`src/rtl/bus_arbiter.sv`:
```
// Arbitrates one SRAM-like bus between the fetch (IF) and data (MEM) ports,
// with burst-limited MEM priority, a per-transaction watchdog and a stall request.
module bus_arbiter #(
    parameter int unsigned DW            = 32,
    parameter int unsigned AW            = 32,
    parameter int unsigned MEM_BURST_MAX = 4,
    parameter int unsigned TIMEOUT       = 255
) (
    input  logic          clk,
    input  logic          rst,

    input  logic          if_req_i,
    input  logic [AW-1:0] if_addr_i,
    output logic [DW-1:0] if_rdata_o,
    output logic          if_ack_o,
    output logic          if_err_o,

    input  logic          mem_req_i,
    input  logic          mem_we_i,
    input  logic [AW-1:0] mem_addr_i,
    input  logic [DW-1:0] mem_wdata_i,
    input  logic [3:0]    mem_sel_i,
    output logic [DW-1:0] mem_rdata_o,
    output logic          mem_ack_o,
    output logic          mem_err_o,

    output logic          bus_req_o,
    output logic          bus_we_o,
    output logic [AW-1:0] bus_addr_o,
    output logic [DW-1:0] bus_wdata_o,
    output logic [3:0]    bus_sel_o,
    input  logic [DW-1:0] bus_rdata_i,
    input  logic          bus_ack_i,

    output logic          stallreq_o
);

    localparam logic [3:0] BURST_MAX = 4'(MEM_BURST_MAX);
    localparam logic [7:0] TMO_LAST  = (TIMEOUT == 0) ? 8'd0 : 8'(TIMEOUT - 1);
    localparam bit         TMO_EN    = (TIMEOUT != 0);

    typedef enum logic [2:0] {
        S_IDLE,
        S_BUSY_IF,
        S_BUSY_MEM,
        S_RESP_IF,
        S_RESP_MEM
    } state_t;

    state_t        state_q;
    logic [3:0]    burst_cnt_q;
    logic [7:0]    tmo_cnt_q;
    logic          bus_req_q;
    logic          bus_we_q;
    logic [AW-1:0] bus_addr_q;
    logic [DW-1:0] bus_wdata_q;
    logic [3:0]    bus_sel_q;
    logic [DW-1:0] if_rdata_q;
    logic [DW-1:0] mem_rdata_q;
    logic          if_ack_q;
    logic          if_err_q;
    logic          mem_ack_q;
    logic          mem_err_q;
    logic          stall_q;

    logic grant_if;
    logic grant_mem;
    logic busy;
    logic done_ok;
    logic done_tmo;
    logic if_ack_d;
    logic mem_ack_d;
    logic stall_d;

    always_comb begin
        grant_if  = 1'b0;
        grant_mem = 1'b0;
        if (state_q == S_IDLE) begin
            if (mem_req_i && (!if_req_i || burst_cnt_q != BURST_MAX))
                grant_mem = 1'b1;
            else if (if_req_i)
                grant_if = 1'b1;
        end
        busy      = (state_q == S_BUSY_IF) || (state_q == S_BUSY_MEM);
        done_ok   = busy && bus_ack_i;
        // An ack landing on the last allowed cycle wins over the abort.
        done_tmo  = busy && !bus_ack_i && TMO_EN && (tmo_cnt_q == TMO_LAST);
        if_ack_d  = (state_q == S_BUSY_IF)  && (done_ok || done_tmo);
        mem_ack_d = (state_q == S_BUSY_MEM) && (done_ok || done_tmo);
        // A requester still holding req in its ack cycle is retiring, not waiting.
        stall_d   = (if_req_i  && !if_ack_d  && (state_q != S_RESP_IF)) ||
                    (mem_req_i && !mem_ack_d && (state_q != S_RESP_MEM));
    end

    always_ff @(posedge clk) begin
        if (!rst) begin
            state_q     <= S_IDLE;
            burst_cnt_q <= '0;
            tmo_cnt_q   <= '0;
            bus_req_q   <= 1'b0;
            bus_we_q    <= 1'b0;
            bus_addr_q  <= '0;
            bus_wdata_q <= '0;
            bus_sel_q   <= '0;
            if_rdata_q  <= '0;
            mem_rdata_q <= '0;
            if_ack_q    <= 1'b0;
            if_err_q    <= 1'b0;
            mem_ack_q   <= 1'b0;
            mem_err_q   <= 1'b0;
            stall_q     <= 1'b0;
        end else begin
            if_ack_q  <= if_ack_d;
            if_err_q  <= if_ack_d && done_tmo;
            mem_ack_q <= mem_ack_d;
            mem_err_q <= mem_ack_d && done_tmo;
            stall_q   <= stall_d;

            case (state_q)
                S_IDLE: begin
                    if (grant_mem) begin
                        bus_req_q   <= 1'b1;
                        bus_we_q    <= mem_we_i;
                        bus_addr_q  <= mem_addr_i;
                        bus_wdata_q <= mem_wdata_i;
                        bus_sel_q   <= mem_sel_i;
                        tmo_cnt_q   <= '0;
                        state_q     <= S_BUSY_MEM;
                        if (!if_req_i)
                            burst_cnt_q <= '0;
                        else if (burst_cnt_q != BURST_MAX)
                            burst_cnt_q <= burst_cnt_q + 4'd1;
                    end else if (grant_if) begin
                        bus_req_q   <= 1'b1;
                        bus_we_q    <= 1'b0;
                        bus_addr_q  <= if_addr_i;
                        bus_wdata_q <= '0;
                        bus_sel_q   <= 4'hF;
                        tmo_cnt_q   <= '0;
                        burst_cnt_q <= '0;
                        state_q     <= S_BUSY_IF;
                    end
                end

                S_BUSY_IF, S_BUSY_MEM: begin
                    if (done_ok) begin
                        bus_req_q <= 1'b0;
                        if (state_q == S_BUSY_IF) begin
                            if_rdata_q <= bus_rdata_i;
                            state_q    <= S_RESP_IF;
                        end else begin
                            if (!bus_we_q)
                                mem_rdata_q <= bus_rdata_i;
                            state_q <= S_RESP_MEM;
                        end
                    end else if (done_tmo) begin
                        bus_req_q <= 1'b0;
                        if (state_q == S_BUSY_IF) begin
                            if_rdata_q <= '0;
                            state_q    <= S_RESP_IF;
                        end else begin
                            mem_rdata_q <= '0;
                            state_q     <= S_RESP_MEM;
                        end
                    end else begin
                        tmo_cnt_q <= tmo_cnt_q + 8'd1;
                    end
                end

                S_RESP_IF, S_RESP_MEM: state_q <= S_IDLE;

                default: state_q <= S_IDLE;
            endcase
        end
    end

    assign if_rdata_o  = if_rdata_q;
    assign if_ack_o    = if_ack_q;
    assign if_err_o    = if_err_q;
    assign mem_rdata_o = mem_rdata_q;
    assign mem_ack_o   = mem_ack_q;
    assign mem_err_o   = mem_err_q;
    assign bus_req_o   = bus_req_q;
    assign bus_we_o    = bus_we_q;
    assign bus_addr_o  = bus_addr_q;
    assign bus_wdata_o = bus_wdata_q;
    assign bus_sel_o   = bus_sel_q;
    assign stallreq_o  = stall_q;

endmodule

```
`config.mk`:
```
export PLATFORM = sky130hd
export DESIGN_NAME = bus_arbiter
export DESIGN_NICKNAME = d
export VERILOG_FILES = /design/src/rtl/bus_arbiter.sv
export SDC_FILE = /design/constraint.sdc
export NUM_CORES = 1
export LEC_CHECK = 0
export CAP_MARGIN = 10
export CORE_MARGIN = 2
export CORE_UTILIZATION = 44
export CTS_CLUSTER_SIZE = 12
export DETAILED_ROUTE_END_ITERATION = 10
export PLACE_DENSITY = 0.84
export SKIP_LAST_GASP = 1
export SLEW_MARGIN = 10
export SYNTH_ARGS = -nofsm -noshare
export SYNTH_HDL_FRONTEND = slang
export SYNTH_SLANG_ARGS = --single-unit
```
`constraint.sdc`:
```
create_clock -name clk -period 2.65 [get_ports clk]
set_input_delay 0.3975 -clock clk [delete_from_list [all_inputs] [get_ports clk]]
set_output_delay 0.3975 -clock clk [all_outputs]
set_load 0.005 [all_outputs]
```
==> metrics.txt, run 1 <==
outcome=completed; number of optimization iterations in the first detailed-route pass=5; Avg Cell Area, Syn=8.703 um^2; CP Launch Type=flop; area added between synthesis and finish=55.30%; Final ANT Viol Nets=0; actual transition at the worst max-transition pin=0.5507 ns; #FFs+latches synth=154; layout cell share with drive strength beyond 1=6.984%; number of gates given a new drive strength after cts=0; initial antenna violation count=0; number of unique standard cell types used by synthesis=51; post-CTS setup buffers=0; overall routed net length=19120 um; hold buffer count at cts=0; DRC violation count after routing=0; CP max FO=39; setup TNS=0 ns; GRT overflow=0; reg-to-reg setup timing slack=0.62 ns; First DRT Iteration DRCs=539; RSZ-0062 raised after global routing=false; Hold Path Depth=3; final number of setup-violating endpoints=0; number of CTS-inserted buffers=17; die width=123.5 um; placeable core area=13930 um^2; worst skew pair latency=0.42 ns; synthesized instance count=722; kind of capture point of the worst setup path=flop; leakage power figure=3.641 nW; Post-Syn Area=6284 um^2; number of pins exceeding their max-slew limit in the final report=0; routability congestion estimate=0.8101; count of H-tree levels built during CTS=4; WP data arrival=2.37 ns; routed wirelength normalized by instance count=16.37 um; required time at the worst-slack endpoint=3.00 ns; final clock skew=0.007675 ns; area after detailed placement=9150 um^2; TritonCTS clock tree=built; ports placed on the boundary=277; global-route wire length before repair=29530 um; via count of the first global-routing pass=5911; combined global-route utilization of all metal layers=24.56%; Period minus WS final=2.028 ns; commonest non-fill, non-tap cells in the layout=sky130_fd_sc_hd__clkdlybuf4s50_1, sky130_fd_sc_hd__dfxtp_1, sky130_fd_sc_hd__nand2_1; cells along the critical path=nor3_4, and3_1, buf_4, nand2_1, a31oi_1; maximum clock insertion buffer count=2; slew margin rel.=63.17%; Die Area=15250 um^2; reported max-cap violation count=0; Setup Crit Path Kind=flop to flop; initial core utilization=45.09%; f_max=493.0 MHz; total vias in the final route=6231; path category of the worst min-delay check=input pin to flop; power per standard cell area=620.4 nW/um^2; cell with the largest stage delay on the worst path=sky130_fd_sc_hd__nor3_4; portion of the post-synthesis area used by sequential elements=49.06%; Final Cycle Share=76.54%; root buffer cell=sky130_fd_sc_hd__clkbuf_16; count of final hold-check violations=0; post-detail-place hpwl=12780 um; number of nets in the synthesized netlist=864; total clock sinks=154; maximum number of pins on one net before global-route repair=48; clock slew seen by the registers of the worst setup and hold paths=0.06 ns; largest vdd supply drop=0.4372 mV; peak per-stage delay on the critical path=0.56 ns; number of nets in the layout=1117; number of port buffers=276; overall die height=123.5 um; most common library cell in the layout ignoring fill and taps=sky130_fd_sc_hd__clkdlybuf4s50_1; depth of the worst register-to-register path=5; n_diodes=0; Yosys warning total=0; Vias per Instance=5.335; final non-filler cell area=9758 um^2; Site Rows=43
## critical path: cells and delay by family (launching register included)
kind                   cells  cell delay, ns
and+or+nand+nor            3            0.93
DFF                        1            0.47
buffers and inverters      1            0.38
AOI/OAI and AO/OA          1            0.16
## worst paths after layout
| kind | from | to |
|---|---|---|
| worst max-delay path | state_q[2]$_SDFFE_PN0P_ | bus_addr_o[26]$_SDFFE_PN0P_ |
| worst min register to register | mem_rdata_o[29]$_SDFFE_PN0P_ | mem_rdata_o[29]$_SDFFE_PN0P_ |
| worst max register to register | state_q[2]$_SDFFE_PN0P_ | bus_addr_o[26]$_SDFFE_PN0P_ |
| worst min-delay path | rst | if_rdata_o[6]$_SDFFE_PN0P_ |
## sequential cells by signal (all words and copies together), names as in the netlist
register and flops:
bus_req_o 1, stallreq_o 1, burst_cnt_q 4, mem_ack_o 1, bus_we_o 1, if_ack_o 1, bus_wdata_o 32, bus_sel_o 4
mem_rdata_o 32, if_err_o 1, state_q 3, bus_addr_o 32, if_rdata_o 32, tmo_cnt_q 8, mem_err_o 1
## through the flow
step / utilization [%] / hold slack, ns / cells / total power, mW / worst slack, ns
after floorplan: - / 0.4544 / 722 / 3.012 / 1.003
after global placement: 65.66 / 0.4442 / 1136 / 3.584 / 0.5103
after detailed placement: 65.66 / 0.4527 / 1136 / 3.597 / 0.4631
after CTS: 70.03 / 0.3490 / 1168 / 6.087 / 0.6349
after global routing: 70.03 / 0.3616 / 1168 / 6.294 / 0.4922
final: 70.03 / 0.3558 / 1168 / 6.054 / 0.6218
## power by group
| group | internal (mW) | total [mW] | switching (mW) | leakage [nW] |
|---|---|---|---|---|
| Combinational | 0.560 | 1.02 | 0.458 | 2.09 |
| Clock | 1.58 | 2.50 | 0.922 | 0.297 |
| Sequential | 2.45 | 2.54 | 0.0829 | 1.26 |
## layer usage
metal	GRT usage (%)	routed length [um]
met1	29.23	7821
met2	42.10	9564
met5	0	0
met3	7.426	1385
met4	8.168	353
## Yosys cell counts (all sizes together)
master | instances | share of area (%)
a211oi | 1 | 0.12
a21oi | 71 | 5.7
a211o | 27 | 3.8
o41ai | 1 | 0.14
nand4 | 1 | 0.20
and3 | 4 | 0.40
nor4 | 1 | 0.10
nor2 | 47 | 3.0
a2111o | 1 | 0.18
nand3b | 1 | 0.12
dfxtp | 154 | 49
xnor2 | 2 | 0.28
nor4bb | 1 | 0.16
buf | 28 | 2.8
nor3b | 2 | 0.24
or4 | 2 | 0.24
nand2b | 4 | 0.64
nand3 | 10 | 0.80
a41oi | 1 | 0.14
o21a | 1 | 0.12
o22ai | 4 | 0.40
nand4b | 2 | 0.28
a2111oi | 3 | 0.92
or3 | 3 | 0.38
a22oi | 33 | 3.9
inv | 7 | 0.42
a31oi | 6 | 0.60
or3b | 1 | 0.14
o211ai | 3 | 0.36
clkinv | 1 | 0.060
o31ai | 2 | 0.24
mux2i | 34 | 5.4
nor3 | 8 | 0.80
clkbuf | 37 | 2.2
nand2 | 117 | 7.0
ha | 4 | 0.80
o22a | 1 | 0.14
o21ai | 96 | 7.7
## area by class of cell
type	count	area (um^2)
multi-input cells	495	2882
fillers	1073	4177
clock buffers	25	495.5
clock inverters	7	112.6
flip-flops and latches	154	3083
inverters	8	30.03
well taps	180	225.2
repair buffers	299	2930
## logic make-up (layout without fill, tap and decap cells)
logic type      Yosys count  in the layout  share of synthesized area (%)
buf+inv                  73            339                          5.535
fa+ha+maj                 4              4                         0.7965
compound gates          251            251                          24.47
simple gates            204            204                          14.44
xor+xnor                  2              2                         0.2788
flops                   154            154                          49.06
mux                      34             34                          5.416
Note: power is estimated with default switching activity, not from simulation.
==> run 2, diff against run 1 <==
--- a/config.mk
+++ b/config.mk
@@ -7,10 +7,10 @@
 export LEC_CHECK = 0
 export CAP_MARGIN = 10
 export CORE_MARGIN = 2
-export CORE_UTILIZATION = 44
+export CORE_UTILIZATION = 42
 export CTS_CLUSTER_SIZE = 12
 export DETAILED_ROUTE_END_ITERATION = 10
-export PLACE_DENSITY = 0.84
+export PLACE_DENSITY = 0.81
 export SKIP_LAST_GASP = 1
 export SLEW_MARGIN = 10
 export SYNTH_ARGS = -nofsm -noshare
==> constraint.sdc (replaced) <==
create_clock -name clk -period 2 [get_ports clk]
set_input_delay 0.3 -clock clk [delete_from_list [all_inputs] [get_ports clk]]
set_output_delay 0.3 -clock clk [all_outputs]
set_load 0.005 [all_outputs]
==> metrics.txt, run 2 (synthesis results as in run 1) <==
commonest non-fill, non-tap cells in the layout=sky130_fd_sc_hd__clkdlybuf4s50_1, sky130_fd_sc_hd__dfxtp_1, sky130_fd_sc_hd__nand2_1; Die Area=15960 um^2 (+4.6%); final clock skew=0.009015 ns (+0.001340 ns); critical path launch point=burst_cnt_q[0]$_SDFFE_PN0P_; Reg area=3083 um^2 (unchanged); TritonCTS clock tree=built; RSZ-0062 raised after global routing=false; Period minus WS final=1.821 ns (-0.2072 ns); CP max FO=24 (-38%); worst skew pair latency=0.42 ns (about the same); post-CTS setup buffers=0 (unchanged); initial core utilization=43.07% (-2.0 points); count of H-tree levels built during CTS=4 (unchanged); maximum number of pins on one net before global-route repair=56 (+17%); source of the worst register-to-register timing path=burst_cnt_q[0]$_SDFFE_PN0P_; CP top delay family=simple AND/OR/NAND/NOR gates; setup TNS=0 ns (unchanged); peak per-stage delay on the critical path=0.34 ns (-0.22 ns); number of gates given a new drive strength after cts=0 (unchanged); worst setup path endpoint=bus_wdata_o[17]$_SDFFE_PN0P_; setup slack after placement=0.02141 ns (-0.4417 ns); count of final hold-check violations=0 (unchanged); reg-to-reg setup timing slack=0.18 ns (-0.44 ns); Final Cycle Share=91.05% (+15 points); die width=126.3 um (+2.3%); reported max-cap violation count=0 (unchanged); # fillers=1155 (+7.6%); placeable core area=14590 um^2 (+4.7%); cells along the critical path=inv_1, ha_1, nand4b_1, and3_1, buf_4, a22oi_1, nor2_1; WP data arrival=2.12 ns (-0.25 ns); slew margin rel.=65.34% (+2.2 points); layout cell share with drive strength beyond 1=8.225% (+1.2 points); DRC violation count after routing=0 (unchanged); CP Launch Type=flop; number of optimization iterations in the first detailed-route pass=5 (unchanged); area after detailed placement=9330 um^2 (+2.0%); Setup Crit Path Kind=flop to flop; total vias in the final route=6273 (+0.67%); overall routed net length=19270 um (+0.76%); multi-input gate area in the final layout=2882 um^2 (unchanged); root buffer cell=sky130_fd_sc_hd__clkbuf_16; number of pins exceeding their max-slew limit in the final report=0 (unchanged); actual transition at the worst max-transition pin=0.5192 ns (-0.03151 ns); Site Rows=44 (+2.3%); cell with the largest stage delay on the worst path=sky130_fd_sc_hd__dfxtp_1; R2R Path End=bus_wdata_o[17]$_SDFFE_PN0P_; total clock sinks=154 (unchanged); Buf+Inv Stages, Crit Path=2 (+1); ports placed on the boundary=277 (unchanged); final-layout worst hold slack=0.3192 ns (-0.03660 ns); fin worst setup slack=0.1790 ns (-0.4428 ns); n_diodes=0 (unchanged); path category of the worst min-delay check=input pin to flop; most common library cell in the layout ignoring fill and taps=sky130_fd_sc_hd__clkdlybuf4s50_1; Vias per Instance=5.312 (-0.43%); number of CTS-inserted buffers=17 (unchanged); power per standard cell area=810.5 nW/um^2 (+31%); hold buffer count at cts=0 (unchanged); final non-filler cell area=9931 um^2 (+1.8%); routed wirelength normalized by instance count=16.32 um (-0.35%); WP depth=7 (+2); initial antenna violation count=0 (unchanged); global-route wire length before repair=31300 um (+6.0%); final number of setup-violating endpoints=0 (unchanged); kind of capture point of the worst setup path=flop; maximum clock insertion buffer count=2 (unchanged); area added between synthesis and finish=58.04%; f_max=549.2 MHz (+11%); combined global-route utilization of all metal layers=23.94% (-0.62 points); number of nets in the layout=1127 (+0.90%); First DRT Iteration DRCs=386 (-28%); largest vdd supply drop=0.5457 mV (+25%); post-route total power=8.049 mW (+33%); post-detail-place hpwl=13110 um (+2.6%); overall die height=126.3 um (+2.3%); Final ANT Viol Nets=0 (unchanged); via count of the first global-routing pass=6236 (+5.5%); GRT overflow=0 (unchanged); leakage power figure=3.721 nW (+2.2%); required time at the worst-slack endpoint=2.30 ns (-0.70 ns); outcome=completed; routability congestion estimate=0.8132 (+0.38%); number of port buffers=276 (unchanged); clock slew seen by the registers of the worst setup and hold paths=0.06 ns (about the same); depth of the worst register-to-register path=7 (+2)
## run 2: changes by cell type in the layout (fill, tap and decap cells not counted)
| cell | delta |
|---|---|
| sky130_fd_sc_hd__buf_12 | +8 |
| sky130_fd_sc_hd__clkbuf_1 | -4 |
| sky130_fd_sc_hd__buf_4 | +2 |
| sky130_fd_sc_hd__clkbuf_8 | -2 |
| sky130_fd_sc_hd__clkinv_2 | +2 |
| sky130_fd_sc_hd__clkinv_4 | +1 |
| sky130_fd_sc_hd__clkinvlp_4 | +1 |
| sky130_fd_sc_hd__inv_6 | +1 |
## run 2: per-stage QoR
step / utilization (%) / instances
after global placement: 63.95 / 1150
after floorplan: - / 722
after global routing: 68.07 / 1181
after CTS: 68.07 / 1181
after detailed placement: 63.95 / 1150
final: 68.07 / 1181
## run 2: how the worst min path moves through the flow
stage / from / to / slack [ns] / cells after the start
4_1_cts: rst / if_rdata_o[27]$_SDFFE_PN0P_ / 0.30 / 3
3_5_place_dp: mem_rdata_o[1]$_SDFFE_PN0P_ / mem_rdata_o[1]$_SDFFE_PN0P_ / 0.45 / 2
6_report: rst / if_rdata_o[26]$_SDFFE_PN0P_ / 0.32 / 3
5_1_grt: rst / if_rdata_o[26]$_SDFFE_PN0P_ / 0.33 / 3
3_3_place_gp: mem_rdata_o[24]$_SDFFE_PN0P_ / mem_rdata_o[24]$_SDFFE_PN0P_ / 0.44 / 2
2_1_floorplan: bus_rdata_i[0] / if_rdata_o[0]$_SDFFE_PN0P_ / 0.44 / 2
## run 2: cell type report
class                      instances  share of cell area (%)
timing repair buffer             309                   31.27
sequential                       154                   31.04
multi-input combinational        495                   29.02
clock buffer                      19                   4.561
tap                              184                   2.318
clock inverter                    12                   1.487
inverter                           8                  0.3024
## run 2: routing by layer
layer | vias to the layer above | share of wire (%) | global-route usage [%] | routed length, um
li1 | 3067 | - | - | -
met1 | 2943 | 42 | 29.27 | 8175
met2 | 231 | 48 | 40.07 | 9278
met3 | 32 | 7.0 | 6.664 | 1344
met4 | 0 | 2.4 | 9.567 | 471
met5 | - | 0 | 0 | 0
## run 2: report_power, final
group / switching (mW) / internal (mW)
Sequential: 0.108 / 3.25
Clock: 1.26 / 2.02
Combinational: 0.623 / 0.791
## run 2: worst reg2reg max path, cell delays in order, from the launching register on
cell	delay [ns]
sky130_fd_sc_hd__dfxtp_1	0.34
sky130_fd_sc_hd__inv_1	0.09
sky130_fd_sc_hd__ha_1	0.16
sky130_fd_sc_hd__nand4b_1	0.30
sky130_fd_sc_hd__and3_1	0.34
sky130_fd_sc_hd__buf_4	0.22
sky130_fd_sc_hd__a22oi_1	0.20
sky130_fd_sc_hd__nor2_1	0.06
